`src/rtl/pll_lock_reset_sequencer_if.sv`:
```
`default_nettype none
// ============================================================================
// Module      : pll_lock_reset_sequencer_if
// Description : PLL lock / domain reset bundle between the reset sequencer
//               (slave) and the PLL plus clock domains around it (master).
// Revision    : 1.0 - initial release
// ============================================================================
interface pll_lock_reset_sequencer_if #(
    parameter int QUANTITY_OF_CLK_DOMAINS = 1
);
    logic                               i_pll_locked;
    logic                               i_clear_sticky;
    logic                               o_pll_reset;
    logic [QUANTITY_OF_CLK_DOMAINS-1:0] o_domain_reset_n;
    logic                               o_all_released;
    logic                               o_lock_lost_sticky;
    logic [7:0]                         o_retry_count;

    // Sequencer side
    modport slave (
        input  i_pll_locked,
        input  i_clear_sticky,
        output o_pll_reset,
        output o_domain_reset_n,
        output o_all_released,
        output o_lock_lost_sticky,
        output o_retry_count
    );

    // PLL / environment side
    modport master (
        output i_pll_locked,
        output i_clear_sticky,
        input  o_pll_reset,
        input  o_domain_reset_n,
        input  o_all_released,
        input  o_lock_lost_sticky,
        input  o_retry_count
    );
endinterface
`default_nettype wire

```
`src/rtl/pll_lock_reset_sequencer.sv`:
```
`default_nettype none
// ============================================================================
// Module      : pll_lock_reset_sequencer
// Description : Holds the PLL in reset, waits for a stable synchronised lock,
//               then releases the per-domain resets in order (bit 0 first).
//               Any lock loss after release began tears everything down and
//               restarts from the PLL reset.
// Revision    : 1.0 - initial release
// ============================================================================
module pll_lock_reset_sequencer #(
    parameter int QUANTITY_OF_CLK_DOMAINS = 1,
    parameter int PLL_RESET_CYCLES        = 16,
    parameter int LOCK_TIMEOUT            = 1_000_000,
    parameter int STABLE_CYCLES           = 1024,
    parameter int RELEASE_GAP             = 8,
    parameter int SYNC_STAGES             = 2
) (
    input  logic                        i_clk,
    input  logic                        i_async_reset_n,
    pll_lock_reset_sequencer_if.slave   bus
);

    function automatic int max_of(input int a, input int b);
        return (a > b) ? a : b;
    endfunction

    // Count at which the last domain is released, measured from RELEASE entry
    localparam int RELEASE_SPAN = (QUANTITY_OF_CLK_DOMAINS - 1) * RELEASE_GAP;
    localparam int MAX_COUNT    = max_of(max_of(PLL_RESET_CYCLES, LOCK_TIMEOUT),
                                         max_of(STABLE_CYCLES, RELEASE_SPAN + 1));
    localparam int CNT_W        = $clog2(MAX_COUNT) + 1;

    localparam logic [CNT_W-1:0] PLL_RST_LAST = CNT_W'(PLL_RESET_CYCLES - 1);
    localparam logic [CNT_W-1:0] TIMEOUT_LAST = CNT_W'(LOCK_TIMEOUT - 1);
    localparam logic [CNT_W-1:0] STABLE_LAST  = CNT_W'(STABLE_CYCLES - 1);
    localparam logic [CNT_W-1:0] RELEASE_LAST = CNT_W'(RELEASE_SPAN);

    localparam logic [2:0] ST_PLL_RST     = 3'd0;
    localparam logic [2:0] ST_WAIT_LOCK   = 3'd1;
    localparam logic [2:0] ST_LOCK_STABLE = 3'd2;
    localparam logic [2:0] ST_RELEASE     = 3'd3;
    localparam logic [2:0] ST_RUN         = 3'd4;

    logic [SYNC_STAGES-1:0]             lock_sync;
    logic                               locked;
    logic [2:0]                         state;
    logic [2:0]                         state_next;
    logic [CNT_W-1:0]                   count;
    logic                               lock_loss;
    logic                               timeout_hit;
    logic                               pll_reset;
    logic [QUANTITY_OF_CLK_DOMAINS-1:0] domain_reset_n;
    logic                               all_released;
    logic                               lock_lost_sticky;
    logic [7:0]                         retry_count;

    // Only the last sync stage is trusted; the raw lock is never used directly
    assign locked = lock_sync[SYNC_STAGES-1];

    // Synchronise the raw PLL lock into the quartz clock domain
    always_ff @(posedge i_clk or negedge i_async_reset_n) begin
        if (!i_async_reset_n) begin
            lock_sync <= '0;
        end else begin
            lock_sync <= {lock_sync[SYNC_STAGES-2:0], bus.i_pll_locked};
        end
    end

    // Next-state decode; lock loss only counts once release has begun
    always_comb begin
        state_next  = state;
        lock_loss   = 1'b0;
        timeout_hit = 1'b0;
        case (state)
            ST_PLL_RST: begin
                if (count == PLL_RST_LAST) begin
                    state_next = ST_WAIT_LOCK;
                end
            end
            ST_WAIT_LOCK: begin
                if (locked) begin
                    state_next = ST_LOCK_STABLE;
                end else if (count == TIMEOUT_LAST) begin
                    state_next  = ST_PLL_RST;
                    timeout_hit = 1'b1;
                end
            end
            ST_LOCK_STABLE: begin
                if (!locked) begin
                    state_next = ST_WAIT_LOCK;
                end else if (count == STABLE_LAST) begin
                    state_next = ST_RELEASE;
                end
            end
            ST_RELEASE: begin
                if (!locked) begin
                    state_next = ST_PLL_RST;
                    lock_loss  = 1'b1;
                end else if (count == RELEASE_LAST) begin
                    state_next = ST_RUN;
                end
            end
            ST_RUN: begin
                if (!locked) begin
                    state_next = ST_PLL_RST;
                    lock_loss  = 1'b1;
                end
            end
            default: begin
                state_next = ST_PLL_RST;
            end
        endcase
    end

    // State register and the shared counter, cleared on every state change
    always_ff @(posedge i_clk or negedge i_async_reset_n) begin
        if (!i_async_reset_n) begin
            state <= ST_PLL_RST;
            count <= '0;
        end else begin
            state <= state_next;
            if (state_next != state) begin
                count <= '0;
            end else if (state != ST_RUN) begin
                count <= count + 1'b1;
            end
        end
    end

    // Registered decode of the next state keeps PLL reset and RUN flag glitch-free
    always_ff @(posedge i_clk or negedge i_async_reset_n) begin
        if (!i_async_reset_n) begin
            pll_reset    <= 1'b1;
            all_released <= 1'b0;
        end else begin
            pll_reset    <= (state_next == ST_PLL_RST);
            all_released <= (state_next == ST_RUN);
        end
    end

    // Domain resets: bit 0 on RELEASE entry, bit k RELEASE_GAP*k later; all drop on loss
    always_ff @(posedge i_clk or negedge i_async_reset_n) begin
        if (!i_async_reset_n) begin
            domain_reset_n <= '0;
        end else if (state_next == ST_PLL_RST) begin
            domain_reset_n <= '0;
        end else begin
            if (state == ST_LOCK_STABLE && state_next == ST_RELEASE) begin
                domain_reset_n[0] <= 1'b1;
            end
            for (int k = 1; k < QUANTITY_OF_CLK_DOMAINS; k++) begin
                if (state == ST_RELEASE && count == CNT_W'(k * RELEASE_GAP - 1)) begin
                    domain_reset_n[k] <= 1'b1;
                end
            end
        end
    end

    // Sticky lock-lost flag; a simultaneous loss beats the clear pulse
    always_ff @(posedge i_clk or negedge i_async_reset_n) begin
        if (!i_async_reset_n) begin
            lock_lost_sticky <= 1'b0;
        end else if (lock_loss) begin
            lock_lost_sticky <= 1'b1;
        end else if (bus.i_clear_sticky) begin
            lock_lost_sticky <= 1'b0;
        end
    end

    // Saturating count of lock timeouts
    always_ff @(posedge i_clk or negedge i_async_reset_n) begin
        if (!i_async_reset_n) begin
            retry_count <= 8'd0;
        end else if (timeout_hit && retry_count != 8'hFF) begin
            retry_count <= retry_count + 8'd1;
        end
    end

    assign bus.o_pll_reset        = pll_reset;
    assign bus.o_domain_reset_n   = domain_reset_n;
    assign bus.o_all_released     = all_released;
    assign bus.o_lock_lost_sticky = lock_lost_sticky;
    assign bus.o_retry_count      = retry_count;

endmodule
`default_nettype wire
```
`src/flat_wrapper.sv`:
```
// flat-port wrapper written by rule: the top's interface ports become plain ports
module pll_lock_reset_sequencer_flat 
#(
    parameter int QUANTITY_OF_CLK_DOMAINS = 1,
    parameter int PLL_RESET_CYCLES        = 16,
    parameter int LOCK_TIMEOUT            = 1_000_000,
    parameter int STABLE_CYCLES           = 1024,
    parameter int RELEASE_GAP             = 8,
    parameter int SYNC_STAGES             = 2
)
  (i_clk, i_async_reset_n, bus_i_pll_locked, bus_i_clear_sticky, bus_o_pll_reset, bus_o_domain_reset_n, bus_o_all_released, bus_o_lock_lost_sticky, bus_o_retry_count);
  pll_lock_reset_sequencer_if #(.QUANTITY_OF_CLK_DOMAINS(QUANTITY_OF_CLK_DOMAINS)) bus_i ();
  input  logic i_clk;
  input  logic i_async_reset_n;
  input wire logic [$bits(bus_i.i_pll_locked)-1:0] bus_i_pll_locked;
  input wire logic [$bits(bus_i.i_clear_sticky)-1:0] bus_i_clear_sticky;
  output wire logic [$bits(bus_i.o_pll_reset)-1:0] bus_o_pll_reset;
  output wire logic [$bits(bus_i.o_domain_reset_n)-1:0] bus_o_domain_reset_n;
  output wire logic [$bits(bus_i.o_all_released)-1:0] bus_o_all_released;
  output wire logic [$bits(bus_i.o_lock_lost_sticky)-1:0] bus_o_lock_lost_sticky;
  output wire logic [$bits(bus_i.o_retry_count)-1:0] bus_o_retry_count;
  assign bus_i.i_pll_locked = bus_i_pll_locked;
  assign bus_i.i_clear_sticky = bus_i_clear_sticky;
  assign bus_o_pll_reset = bus_i.o_pll_reset;
  assign bus_o_domain_reset_n = bus_i.o_domain_reset_n;
  assign bus_o_all_released = bus_i.o_all_released;
  assign bus_o_lock_lost_sticky = bus_i.o_lock_lost_sticky;
  assign bus_o_retry_count = bus_i.o_retry_count;
  pll_lock_reset_sequencer #(.QUANTITY_OF_CLK_DOMAINS(QUANTITY_OF_CLK_DOMAINS), .PLL_RESET_CYCLES(PLL_RESET_CYCLES), .LOCK_TIMEOUT(LOCK_TIMEOUT), .STABLE_CYCLES(STABLE_CYCLES), .RELEASE_GAP(RELEASE_GAP), .SYNC_STAGES(SYNC_STAGES)) u_core (.i_clk(i_clk), .i_async_reset_n(i_async_reset_n), .bus(bus_i));
endmodule
```
`config.mk`:
```
export PLATFORM = sky130hd
export DESIGN_NAME = pll_lock_reset_sequencer_flat
export DESIGN_NICKNAME = d
export VERILOG_FILES = /design/src/rtl/pll_lock_reset_sequencer_if.sv /design/src/rtl/pll_lock_reset_sequencer.sv /design/src/flat_wrapper.sv
export SDC_FILE = /design/constraint.sdc
export NUM_CORES = 1
export LEC_CHECK = 0
export CAP_MARGIN = 20
export CORE_MARGIN = 2
export CORE_UTILIZATION = 34
export CTS_CLUSTER_SIZE = 30
export DETAILED_ROUTE_END_ITERATION = 16
export GPL_TIMING_DRIVEN = 0
export SKIP_CTS_REPAIR_TIMING = 1
export SYNTH_ARGS = -nofsm -noshare
export SYNTH_HDL_FRONTEND = slang
export SYNTH_SLANG_ARGS = --single-unit
```
`constraint.sdc`:
```
create_clock -name i_clk -period 5.5 [get_ports i_clk]
set_input_delay 0.825 -clock i_clk [delete_from_list [all_inputs] [get_ports i_clk]]
set_output_delay 0.825 -clock i_clk [all_outputs]
set_load 0.02 [all_outputs]
```
==> impl_results.md <==
* Status: finished clean
* Worst Tran Pin Value at just over 900 ps
* Clock Skew at around 4.5 ps
* VDD IR max at 0.158 mV
* Die X at roughly 80 um
* Final Non-Filler Cells at 297
* Max capacitance violation total at 0
* DRC errors left at 0
* First-pass iteration count of the detailed router at 4
* Post-placement cell area at around 2200 um^2
* Met3 wire len at around 110 um
* Commonest non-fill, non-tap cells in the layout: 37 x dfrtp_1, 34 x nor2_1, 20 x nand2_1, 14 x xor2_1, 14 x clkdlybuf4s50_1
* Layout Nets at about 230
* CTS tree: done
* M1 wire length at between 1500 and 2000 um
* Routed Antenna Nets at 0
* Design Area, Final at around 2300 um^2
* Post-Route Setup TNS at 0 ps
* CP max FO at 10
* First-pass GRT wire length at 6490 um
* Grt ovf at 0
* Vias in the first global route at between 1000 and 1500
* Post-synth cell types at 39
* Rel. slew slack at 0.382
* Clock Pin Slew Worst Setup and Hold Paths at about 70 ps
* Routed wire length at ~3800 um
* Power per cell area at around 330 nW/um^2
* Via count at about 1500
* Share of cells above drive strength 1 at 0.0889
* Peak Freq at around 380 MHz
* Mapped cell area at ~2000 um^2
* FF-to-FF path depth at 7
* Hold Fails Final Rpt at 0
* DR vias/cell at approximately 5
* Synth Instances at just over 200
* Final Critical Period at between 2000 and 3000 ps
* Clock Sinks at 38
* Hold Crit Class: reg2reg
* Avg Cell Area, Syn at about 9.7 um^2
* IO buf count at 15
* Asr flop ratio synth at 1.00
* Initial DRC Count at 103
* Standard-cell rows at 27
* Critical path required time at about 5700 ps
* Maximum clock path buffer count at 2
* R2R setup slack at between 2000 and 3000 ps
* Wire per inst at 12.8 um
* WP data arrival at 2790 ps
* Worst setup path class: reg2reg
* Final period util at 0.475
* EDFF count, synth at 0
* Commonest non-fill, non-tap cell in the layout: dfrtp_1
* Multi-input combinational cell area at ~940 um^2
* Register area share after synthesis at 0.487
* CTS buffer count at 5
* Clock Tree Root: clkbuf_8
* H-tree levels at 2
* Initial antenna violation count at 0
* Pin count of the biggest net entering global routing at 39
* Capture point of the worst path: u_core.count[6]
* GP Congestion at 0.786
* Top_reg_cell synth: dfrtp_1
* FF-to-FF Start: u_core.count[17]
* Diode count at 0
* Mapped Nets at 209
* Leakage power at ~1 nW
* Yosys reg bits at 38
* Hold depth at 0
* Setup violators final at 0
* Ys Warns at 0
* DIE AREA at roughly 6400 um^2
* Area delta synth->final at 17.6%
* CP endpoint kind: register
* Filler cells at 559
* Ports at 16
* Register area at between 900 and 1000 um^2
* Unrepaired setup endpoints after global routing: no
* Post-DP HPWL at around 2700 um
* Clk_lat worst skew at roughly 290 ps
* WL met2 at roughly 1800 um
* Crit Reg-Reg Endpoint: u_core.count[6]
* Final Max Tran Viols at 0
* CORE AREA at between 5000 and 6000 um^2
* Initial Utilization at 0.353
* Cells after DPL at around 290
* Top Metal Used: met4
* CP Launch Type: register
* Crit. Startpoint: u_core.count[17]
* GRT Overall Usage at 0.129
* Height of the die at between 70 and 80 um
[where the power goes]
group	switching (mW)	total, mW	internal [mW]
Combinational	0.128	0.208	0.0808
Clock	0.0953	0.229	0.133
Sequential	0.0168	0.321	0.304
[registers in the layout, indices dropped and copies added (netlist names)]
register                       flops
u_core.count                      21
u_core.bus.o_retry_count           8
u_core.state                       3
u_core.lock_sync                   2
u_core.bus.o_all_released          1
u_core.bus.o_domain_reset_n        1
u_core.bus.o_lock_lost_sticky      1
u_core.bus.o_pll_reset             1
[cell usage after synthesis, types with 3 or more instances]
cell,n,share of area
dfrtp_1,37,0.47
nor2_1,34,0.065
nand2_1,20,0.038
xor2_1,14,0.063
xnor2_1,12,0.054
nand4_1,9,0.029
nand3_1,8,0.020
and3_1,6,0.019
clkbuf_1,6,0.012
inv_1,6,0.012
nor4_1,5,0.016
and4_1,4,0.018
nor3_1,4,0.010
a21oi_1,3,0.0077
ha_1,3,0.019
nand2b_1,3,0.0096
o22ai_1,3,0.0096
[final cells by class]
cell class | count | share of cell area
flip-flops and latches | 38 | 0.414
well taps | 72 | 0.0392
multi-input cells | 150 | 0.407
plain buffers | 8 | 0.0196
repair buffers | 15 | 0.0631
clock buffers | 5 | 0.0299
clock inverters | 3 | 0.0174
inverters | 6 | 0.00979
[routing by layer]
metal	up-vias	GRT usage
li1	745	-
met1	722	0.176
met2	22	0.198
met3	2	0.0339
met4	0	0.0407
met5	-	0
[cell families after synthesis]
family	synth area share
xor+xnor	0.116
mux	0.00576
fa+ha+maj	0.0192
buf+inv	0.0345
flops	0.487
simple gates	0.274
compound gates	0.0633
[through the flow]
step,worst slack (ps),utilization,hold slack (ps),power [mW]
floorplan,3130,-,331,0.486
global placement,2670,0.396,333,0.537
detailed placement,2880,0.395,352,0.535
CTS,2870,0.415,377,0.768
global route,2660,0.415,386,0.809
finish,2890,0.415,371,0.758
[how the worst min path moves through the flow]
stage	to	start
floorplan	u_core.lock_sync[1]	u_core.lock_sync[0]
global placement	u_core.lock_sync[1]	u_core.lock_sync[0]
detailed placement	u_core.lock_sync[1]	u_core.lock_sync[0]
CTS	u_core.lock_sync[1]	u_core.lock_sync[0]
global route	u_core.lock_sync[1]	u_core.lock_sync[0]
finish	u_core.lock_sync[1]	u_core.lock_sync[0]
[worst max-delay path: stages (launching register included)]
cell and delay (ps):
dfrtp_1 430, or4_1 580, or4b_4 570, o311ai_0 320, a21oi_1 130, o22ai_2 230, buf_6 190, nor2_1 60
Power figures use the tool's default switching activity.
